### src/rtl/mantissa_align_ctrl.sv
// Alignment front end of the FP adder: picks the larger-exponent operand and
// right-shifts the other mantissa one bit per clock, collecting guard/round/sticky.
module mantissa_align_ctrl #(
    parameter int MANT_W = 24,
    parameter int EXP_W  = 8
) (
    input  logic              Clk,
    input  logic              Clear,
    input  logic              in_valid,
    output logic              in_ready,
    input  logic [EXP_W-1:0]  exp_a,
    input  logic [MANT_W-1:0] mant_a,
    input  logic [EXP_W-1:0]  exp_b,
    input  logic [MANT_W-1:0] mant_b,
    output logic              out_valid,
    input  logic              out_ready,
    output logic [EXP_W-1:0]  exp_out,
    output logic [MANT_W-1:0] mant_big,
    output logic [MANT_W-1:0] mant_small,
    output logic [2:0]        grs,
    output logic              swapped,
    output logic              busy
);

    localparam logic [1:0] S_IDLE  = 2'd0;
    localparam logic [1:0] S_SHIFT = 2'd1;
    localparam logic [1:0] S_DONE  = 2'd2;

    // Beyond MANT_W+1 positions every mantissa bit lands in sticky.
    localparam logic [EXP_W-1:0] SAT_DIFF = EXP_W'(MANT_W + 2);

    logic [1:0]        r_state;
    logic [EXP_W-1:0]  r_cnt;
    logic [EXP_W-1:0]  r_exp_out;
    logic [MANT_W-1:0] r_mant_big;
    logic [MANT_W-1:0] r_mant_small;
    logic [2:0]        r_grs;
    logic              r_swapped;

    logic              w_b_big;
    logic [EXP_W-1:0]  w_exp_big;
    logic [EXP_W-1:0]  w_diff;
    logic [MANT_W-1:0] w_mant_big;
    logic [MANT_W-1:0] w_mant_small;

    // One-bit right shift: the LSB becomes guard, old guard becomes round,
    // and old round folds into sticky.
    function automatic logic [2:0] f_grs_step(input logic [MANT_W-1:0] m,
                                              input logic [2:0]        g);
        return {m[0], g[2], g[1] | g[0]};
    endfunction

    function automatic logic [2:0] f_grs_sat(input logic [MANT_W-1:0] m);
        return {2'b00, |m};
    endfunction

    assign w_b_big      = (exp_b > exp_a);
    assign w_exp_big    = w_b_big ? exp_b  : exp_a;
    assign w_diff       = w_b_big ? (exp_b - exp_a) : (exp_a - exp_b);
    assign w_mant_big   = w_b_big ? mant_b : mant_a;
    assign w_mant_small = w_b_big ? mant_a : mant_b;

    assign in_ready   = (r_state == S_IDLE) & ~Clear;
    assign out_valid  = (r_state == S_DONE);
    assign busy       = (r_state != S_IDLE);
    assign exp_out    = r_exp_out;
    assign mant_big   = r_mant_big;
    assign mant_small = r_mant_small;
    assign grs        = r_grs;
    assign swapped    = r_swapped;

    always_ff @(posedge Clk or posedge Clear) begin
        if (Clear) begin
            r_state      <= S_IDLE;
            r_cnt        <= '0;
            r_exp_out    <= '0;
            r_mant_big   <= '0;
            r_mant_small <= '0;
            r_grs        <= '0;
            r_swapped    <= 1'b0;
        end else begin
            case (r_state)
                S_IDLE: begin
                    if (in_valid) begin
                        r_swapped  <= w_b_big;
                        r_exp_out  <= w_exp_big;
                        r_mant_big <= w_mant_big;
                        r_cnt      <= w_diff;
                        if (w_diff == '0) begin
                            r_mant_small <= w_mant_small;
                            r_grs        <= 3'b000;
                            r_state      <= S_DONE;
                        end else if (w_diff >= SAT_DIFF) begin
                            r_mant_small <= '0;
                            r_grs        <= f_grs_sat(w_mant_small);
                            r_state      <= S_DONE;
                        end else begin
                            r_mant_small <= w_mant_small;
                            r_grs        <= 3'b000;
                            r_state      <= S_SHIFT;
                        end
                    end
                end
                S_SHIFT: begin
                    r_mant_small <= r_mant_small >> 1;
                    r_grs        <= f_grs_step(r_mant_small, r_grs);
                    r_cnt        <= r_cnt - EXP_W'(1);
                    if (r_cnt == EXP_W'(1))
                        r_state <= S_DONE;
                end
                S_DONE: begin
                    if (out_ready)
                        r_state <= S_IDLE;
                end
                default: r_state <= S_IDLE;
            endcase
        end
    end

endmodule

### config.mk
export PLATFORM = sky130hd
export DESIGN_NAME = mantissa_align_ctrl
export DESIGN_NICKNAME = d
export VERILOG_FILES = /design/src/rtl/mantissa_align_ctrl.sv
export SDC_FILE = /design/constraint.sdc
export NUM_CORES = 1
export LEC_CHECK = 0
export BUFFER_PORTS_ARGS = -buffer_cell sky130_fd_sc_hd__buf_2
export CORE_MARGIN = 3
export CORE_UTILIZATION = 30
export DETAILED_ROUTE_END_ITERATION = 10
export SYNTH_ARGS = -nofsm -noshare
export SYNTH_HDL_FRONTEND = slang
export SYNTH_SLANG_ARGS = --single-unit
### constraint.sdc
create_clock -name Clk -period 1.7 [get_ports Clk]
set_input_delay 0.085 -clock Clk [delete_from_list [all_inputs] [get_ports Clk]]
set_output_delay 0.085 -clock Clk [all_outputs]
set_load 0.02 [all_outputs]
==> flow_metrics.py, run 1 <==
metrics = {
    "sta": {
        "worst_slew_margin_rel_pct": 76.3,
        "total_of_endpoints_with_negative_setup_slack_in_the_final_report": 52,
        "finalHoldWorstSlack_ns": 0.0619,
        "slew_violations": 0,
        "timing.final.hold_violations": 0,
        "grt_setup_unrepaired": "true",
        "period_share_pct": 122,
        "fmax_mhz": 480,
        "clock_skew_ns": 0.00561,
        "final.min_clock_period_ns": 2.08,
        "worst_pin_slew_ns": 0.353,
        "final.setup.worst_slack_ns": -0.382,
    },
    "clocking": {
        "cts_buffer_depth": 2,
        "cts.sink_count": 70,
        "clock_insertion_delay_worst_skew_ns": 0.33,
        "htree_depth": 3,
        "clock_tree.root_cell": "sky130_fd_sc_hd__clkbuf_16",
        "tritoncts": "yes",
        "clkTransAtPathRegs_ns": 0.06,
        "tritoncts.num_buffers": 9,
    },
    "synthesis": {
        "synth_async_sr_flop_share_pct": 100,
        "yosysWarnings": 0,
        "post_synth_design_cell_area_sq_um": 4520,
        "synthesized_area_divided_by_synthesized_cell_count_sq_um": 8.84,
        "synth.lib_cells_used.distinct": 50,
        "synth_simple_gate_area_share_pct": 22.1,
        "synth.area.mux_share_pct": 12.9,
        "dominant_combinational_cell_family_by_area_after_synthesis": "simple AND/OR/NAND/NOR gates",
        "synth_edf_count": 0,
        "synthXorXnorAreaFrac_pct": 1.55,
        "postSynthCellCount": 511,
        "synth_area_in_compound_gates_pct": 13.0,
        "synth-adder-area-share_pct": 5.60,
        "ys_seq_elements": 70,
        "ys_dominant_reg_cell": "sky130_fd_sc_hd__dfrtp_1",
        "synth_sequential_area_ratio_pct": 38.8,
        "syn-num-nets": 598,
    },
    "setup_path": {
        "worstSetupEndpointType": "flip-flop",
        "crit_path_max_incr_delay_ns": 0.34,
        "r2r_setup_slack_ns": 0.13,
        "worstSetupPathType": "in2reg",
        "critPathBufInv": 5,
        "worstPathArrival_ns": 2.30,
        "cp_max_fo": 4,
        "crit_slowest_cell": "sky130_fd_sc_hd__fa_2",
        "worst_setup_path_startpoint": "exp_b[0]",
        "r2r.worst_path.cells": 6,
        "required_time_at_the_worst_slack_endpoint_ns": 1.92,
        "worstPathCellList": "buf_12 > inv_12 > ha_4 > inv_2 > fa_2 > nand3_2 > a21oi_2 > o21ai_4 > buf_4 > mux2i_4 > xor2_2 > a31oi_4 > buf_12 > and2_4 > a32o_1",
        "rr_startpoint": "r_state[1]",
        "timing.rr.end": "exp_out[0]",
        "worstSetupEndpoint": "mant_small[23]",
        "worst_path_top_cell_family_by_delay": "compound AO/OA/AOI/OAI gates",
        "cpMostUsedCell": "sky130_fd_sc_hd__buf_12",
        "worstSetupPathDepth": 15,
        "setup.worst_path.start_class": "input port",
    },
    "placed_design": {
        "dp_hpwl_mm": 11.3,
        "routability_congestion_estimate_from_global_placement": 0.934,
        "post_dp_cell_area_sq_um": 5850,
        "detailedPlace.worstSlack_ns": -0.771,
        "port_buffers": 130,
    },
    "run_status": {
        "violations": "negative setup slack",
        "status": "finished, violations left",
    },
    "routing": {
        "antenna_violating_nets_post_route": 0,
        "firstDrtPassIters": 6,
        "remaining_drcs": 0,
        "vias": 4614,
        "vias_per_cell": 5.18,
        "drt-wirelength-per-cell_um": 17.9,
        "initialDrtViolationCount": 495,
        "drt-total-wl_mm": 16.0,
    },
    "power_and_ir_drop": {
        "internal_power_mw": 5.59,
        "clockPowerShare_pct": 21.2,
        "power_switching_mw": 3.89,
        "p_leak_nw": 3.30,
        "max_vdd_drop_v": 0.000593,
        "swShare_pct": 41.0,
        "share_comb_of_total_power_pct": 49.9,
        "pwr_density_cell_nw_per_um2": 1370,
        "share_seq_of_total_power_pct": 28.8,
    },
    "min_path": {
        "holdCritStartpoint": "mant_b[3]",
        "worst_hold_path_type": "in2reg",
    },
    "final_layout": {
        "flow.area_growth_from_synthesis_pct": 52.8,
        "final-seq-area_sq_um": 1750,
        "filler_cell_count": 1372,
        "final_design_area_no_fill_sq_um": 6900,
        "layout_net_count": 788,
        "share_of_cells_above_drive_strength_1_pct": 47.2,
        "multi_input_logic_area_sq_um": 2920,
    },
    "grt": {
        "maximum_number_of_pins_on_one_net_before_global_route_repair": 59,
        "number_of_global_route_vias_before_repair": 4410,
        "wire_length_of_the_first_global_routing_pass_mm": 23.2,
        "overflow_left_after_global_routing": 0,
        "grt_use_total_pct": 17.6,
        "antenna_found_initial": 0,
    },
    "floorplan": {
        "fp.dieArea_sq_um": 16600,
        "die_height_um": 129,
        "boundaryPins": 131,
        "core_area_sq_um": 14600,
        "start_util_pct": 30.8,
        "floorplan.die.width_um": 129,
        "rows": 44,
    },
    "flow_run": {
        "cap_viol_max_count": 0,
    },
}
## timing repair
| action | 4_1_cts | 5_1_grt |
|---|---|---|
| hold buffers | 1 | 0 |
| pin swaps | 7 | 30 |
| gates resized for setup | 27 | 65 |
| setup endpoints to repair | 45 | 61 |
| buffers inserted | 4 | 13 |
| endpoints found under the hold margin | 12 | 0 |
| cloned | 1 | 7 |
## cell usage after synthesis (all sizes together) (6+ instances only)
cell type	n	area, sq um
nand3	49	245
nor3	6	30.0
nand2	74	278
clkbuf	18	67.6
inv	25	93.8
ha	17	213
mux2i	30	300
o21ai	49	264
nor4	13	81.3
a21oi	21	105
mux2	25	282
buf	16	114
nor2	20	77.6
dfrtp	70	1750
nand4	26	169
xor2	6	52.6
## through the flow
| stage | utilization (%) | TNS, ns | total power, mW | std cells |
|---|---|---|---|---|
| after floorplan | - | -11.46 | 5.25 | 511 |
| after global placement | 39.9 | -29.91 | 6.72 | 848 |
| after detailed placement | 39.9 | -32.87 | 6.80 | 848 |
| after CTS | 43.4 | -9.01 | 8.96 | 869 |
| after global routing | 47.1 | -15.48 | 10.0 | 889 |
| final | 47.1 | -10.45 | 9.48 | 891 |
## state kept, by name, indices dropped and copies added, names as in the netlist
name,flops
mant_big,24
mant_small,24
exp_out,8
r_cnt,8
grs,3
r_state,2
swapped,1
## worst min-delay path, cell delays in order
cell,delay [ns]
sky130_fd_sc_hd__buf_2,0.10
sky130_fd_sc_hd__mux2i_1,0.07
sky130_fd_sc_hd__o21ai_1,0.11
## cell usage in the layout, fill, tap and decap left out, drive strengths merged, types with 2 or more instances in the layout
| master | instances |
|---|---|
| ha | 17 |
| nor2 | 20 |
| and3 | 3 |
| nand3b | 3 |
| or2 | 3 |
| nor3 | 6 |
| a21oi | 21 |
| mux2i | 30 |
| and2 | 2 |
| inv | 24 |
| mux2 | 25 |
| nand2 | 74 |
| buf | 207 |
| a221oi | 5 |
| diode | 2 |
| o21ai | 49 |
| fa | 2 |
| nor4 | 13 |
| a21o | 5 |
| a32o | 2 |
| bufinv | 2 |
| nand2b | 3 |
| a31oi | 3 |
| clkbuf | 17 |
| dfrtp | 70 |
| xor2 | 6 |
| o22a | 2 |
| o22ai | 2 |
| xnor2 | 2 |
| a32oi | 2 |
| nand4 | 26 |
| nand3 | 49 |
## routing by layer
metal	share of wire (%)	track usage, %
met5	0	0
met4	2.2	7.10
met3	5.1	2.41
met2	48	27.0
met1	45	24.9
## logic make-up after synthesis
kind of cell	after synthesis
adder cells (fa/ha/maj)	19
buffers and inverters	59
AO/OA/AOI/OAI	95
XOR/XNOR	8
multiplexers	55
flip-flops	70
AND/OR/NAND/NOR	205
## layout make-up
class,instances,share of cell area (%)
Sequential cell,70,25.4
Clock buffer,12,3.57
Inverter,25,1.60
Timing Repair Buffer,213,22.7
Clock inverter,3,0.997
Tap cell,184,3.34
Multi-Input combinational cell,382,42.4
Antenna cell,2,0.0725
## how the worst min path moves through the flow
stage                  end  slack, ns  depth (start not counted)
3_5_place_dp    exp_out[0]       0.09                          2
4_1_cts        mant_big[1]       0.06                          3
6_report       mant_big[3]       0.06                          3
2_1_floorplan   exp_out[0]       0.25                          1
5_1_grt        mant_big[1]       0.08                          3
3_3_place_gp    exp_out[0]       0.09                          2
## power by group through the flow
| stage | Combinational, mW | Sequential (mW) | Clock, mW |
|---|---|---|---|
| global placement | 4.01 | 2.72 | 0 |
| global route | 5.11 | 2.80 | 2.11 |
| finish | 4.73 | 2.73 | 2.01 |
| CTS | 4.18 | 2.73 | 2.04 |
| floorplan | 1.92 | 3.33 | 0 |
| detailed placement | 4.05 | 2.75 | 0 |
No activity file was read; power rests on OpenSTA's default activity.
==> run 2: changes to the inputs <==
clock period = 2.1 ns   (was 1.7 ns; I/O delays follow)
==> run 2 against run 1 <==
Compared with the run above:
- the run still ends with negative setup slack left
- register-to-register slack gained 0.26 ns
- largest cell class unchanged
- sequential share of layout area grew 2.4 points
- sequential power down 18%
- count of clock-buffer cells in the layout is the same
- clock skew up 0.0013 ns
- design area decreased by 8.7%
==> flow_metrics.py, run 2 (synthesis results as in run 1) <==
metrics = {
    "sta": {
        "period_share_pct": 101,
        "worst_slew_margin_rel_pct": 51.6,
        "grt_setup_unrepaired": "true",
        "timing.final.hold_violations": 0,
        "fmax_mhz": 472,
        "clock_skew_ns": 0.00692,
        "finalHoldWorstSlack_ns": 0.0805,
        "final.setup.worst_slack_ns": -0.0196,
        "worst_pin_slew_ns": 0.719,
        "final.min_clock_period_ns": 2.12,
        "slew_violations": 0,
        "total_of_endpoints_with_negative_setup_slack_in_the_final_report": 2,
    },
    "routing": {
        "drt-total-wl_mm": 14.7,
        "firstDrtPassIters": 5,
        "drt-wirelength-per-cell_um": 16.8,
        "antenna_violating_nets_post_route": 0,
        "vias_per_cell": 5.18,
        "vias": 4519,
        "initialDrtViolationCount": 380,
        "remaining_drcs": 0,
    },
    "min_path": {
        "worst_case_hold_path_end_point": "mant_big[23]",
        "whs_path_depth": 3,
        "holdCritStartpoint": "mant_a[23]",
        "worst_hold_path_type": "in2reg",
    },
    "floorplan": {
        "core_area_sq_um": 14600,
        "start_util_pct": 30.8,
        "rows": 44,
        "boundaryPins": 131,
        "floorplan.die.width_um": 129,
        "die_height_um": 129,
        "fp.dieArea_sq_um": 16600,
    },
    "setup_path": {
        "r2r_setup_slack_ns": 0.39,
        "worstSetupPathType": "in2reg",
        "cpMostUsedCell": "sky130_fd_sc_hd__buf_12",
        "critPathBufInv": 5,
        "required_time_at_the_worst_slack_endpoint_ns": 2.33,
        "setup.worst_path.start_class": "input port",
        "worstPathCellList": "buf_12 > inv_12 > ha_4 > inv_4 > fa_2 > nand3_2 > a21oi_2 > o21ai_4 > mux2i_1 > xnor2_1 > buf_4 > a31oi_4 > buf_12 > and2_4 > a32o_1",
        "timing.rr.end": "r_cnt[7]",
        "crit_path_max_incr_delay_ns": 0.36,
        "worst_path_top_cell_family_by_delay": "compound AO/OA/AOI/OAI gates",
        "cp_max_fo": 6,
        "worstSetupEndpointType": "flip-flop",
        "crit_slowest_cell": "sky130_fd_sc_hd__fa_2",
        "r2r.worst_path.cells": 6,
        "worst_setup_path_startpoint": "exp_b[0]",
        "worstPathArrival_ns": 2.35,
        "rr_startpoint": "r_cnt[4]",
    },
    "clocking": {
        "tritoncts": "yes",
        "clock_tree.root_cell": "sky130_fd_sc_hd__clkbuf_16",
        "clock_insertion_delay_worst_skew_ns": 0.35,
        "cts_buffer_depth": 2,
        "tritoncts.num_buffers": 9,
        "cts.sink_count": 70,
        "htree_depth": 3,
        "clkTransAtPathRegs_ns": 0.06,
    },
    "grt": {
        "antenna_found_initial": 0,
        "maximum_number_of_pins_on_one_net_before_global_route_repair": 51,
        "overflow_left_after_global_routing": 0,
        "wire_length_of_the_first_global_routing_pass_mm": 23.6,
        "grt_use_total_pct": 17.8,
        "number_of_global_route_vias_before_repair": 4521,
    },
    "placed_design": {
        "dp_hpwl_mm": 10.9,
        "detailedPlace.worstSlack_ns": -0.402,
        "routability_congestion_estimate_from_global_placement": 0.841,
        "port_buffers": 130,
    },
    "final_layout": {
        "num_antenna_cells": 0,
        "share_of_cells_above_drive_strength_1_pct": 40.5,
        "final_core_util_pct": 43.0,
        "layout_commonest_cell": "sky130_fd_sc_hd__buf_2",
        "layout_net_count": 771,
        "layout.cells.most_common_list": "sky130_fd_sc_hd__buf_2, sky130_fd_sc_hd__nand2_1, sky130_fd_sc_hd__dfrtp_1",
        "filler_cell_count": 1472,
        "flow.area_growth_from_synthesis_pct": 39.6,
    },
    "power_and_ir_drop": {
        "pwr_density_cell_nw_per_um2": 1120,
        "p_leak_nw": 3.14,
        "max_vdd_drop_v": 0.000604,
    },
    "run_status": {
        "status": "finished, violations left",
        "violations": "negative setup slack",
    },
    "flow_run": {
        "cap_viol_max_count": 0,
    },
}
==> run 2: cell types whose count changed in the layout (fill, tap and decap cells not counted), moves of 6 or more <==
cell                      delta
sky130_fd_sc_hd__mux2i_2     -9
sky130_fd_sc_hd__mux2i_1    +15
sky130_fd_sc_hd__buf_4       -8
sky130_fd_sc_hd__o21ai_0    +30
sky130_fd_sc_hd__o21ai_1    -28
sky130_fd_sc_hd__mux2i_4     -6
==> run 2: what timing repair did <==
action / 4_1_cts / 5_1_grt
buffers inserted: 1 / 6
hold endpoints to repair: 20 / 0
gates resized for setup: 6 / 28
hold buffers: 1 / 0
setup endpoints to repair: 18 / 29
cloned: 0 / 3
pin swaps: 3 / 14
==> run 2: worst reg2reg max path, cell delays in order (launching register included) <==
cell	delay, ns
sky130_fd_sc_hd__dfrtp_1	0.42
sky130_fd_sc_hd__nor4_1	0.47
sky130_fd_sc_hd__nand2b_1	0.16
sky130_fd_sc_hd__nor2_1	0.21
sky130_fd_sc_hd__and3_1	0.19
sky130_fd_sc_hd__a21oi_1	0.05
sky130_fd_sc_hd__o21ai_0	0.15
==> run 2: stage by stage <==
stage	setup TNS (ns)	std cells	instance area, sq um	power, mW
floorplan	-0.215	511	4620	4.17
CTS	0	866	6130	6.97
finish	-0.0201	873	6300	7.08
global route	-1.42	873	6300	7.56
detailed placement	-11.90	848	5790	5.40
global placement	-8.42	848	5790	5.34
==> run 2: routing by layer <==
layer  vias to the layer above  routed length [um]  track usage (%)
met5                         -                   0                0
li1                       2178                   -                -
met4                         0                 249             4.57
met3                        21                 889             4.65
met2                       157                6760             27.4
met1                      2163                6770             24.9
==> run 2: worst max path at each step <==
| stage | slack (ns) | to | cells after the start |
|---|---|---|---|
| 2_1_floorplan | -0.10 | r_state[0] | 12 |
| 3_3_place_gp | -0.33 | r_cnt[2] | 14 |
| 3_5_place_dp | -0.40 | mant_small[23] | 12 |
| 4_1_cts | 0.002 | mant_small[23] | 14 |
| 5_1_grt | -0.09 | mant_small[23] | 14 |
| 6_report | -0.02 | mant_small[23] | 15 |
==> run 2: final cells by class <==
class	count	area, sq um	share of cell area (%)
inverters	25	109	1.73
multi-input cells	382	2680	42.5
clock inverters	4	30.0	0.476
clock buffers	12	267	4.23
well taps	184	230	3.65
flip-flops and latches	70	1750	27.8
repair buffers	196	1230	19.6
==> run 2: report_power, final <==
part           internal, mW  switching, mW
registers              1.86          0.377
clock network         0.898          0.615
logic                  1.29           2.05
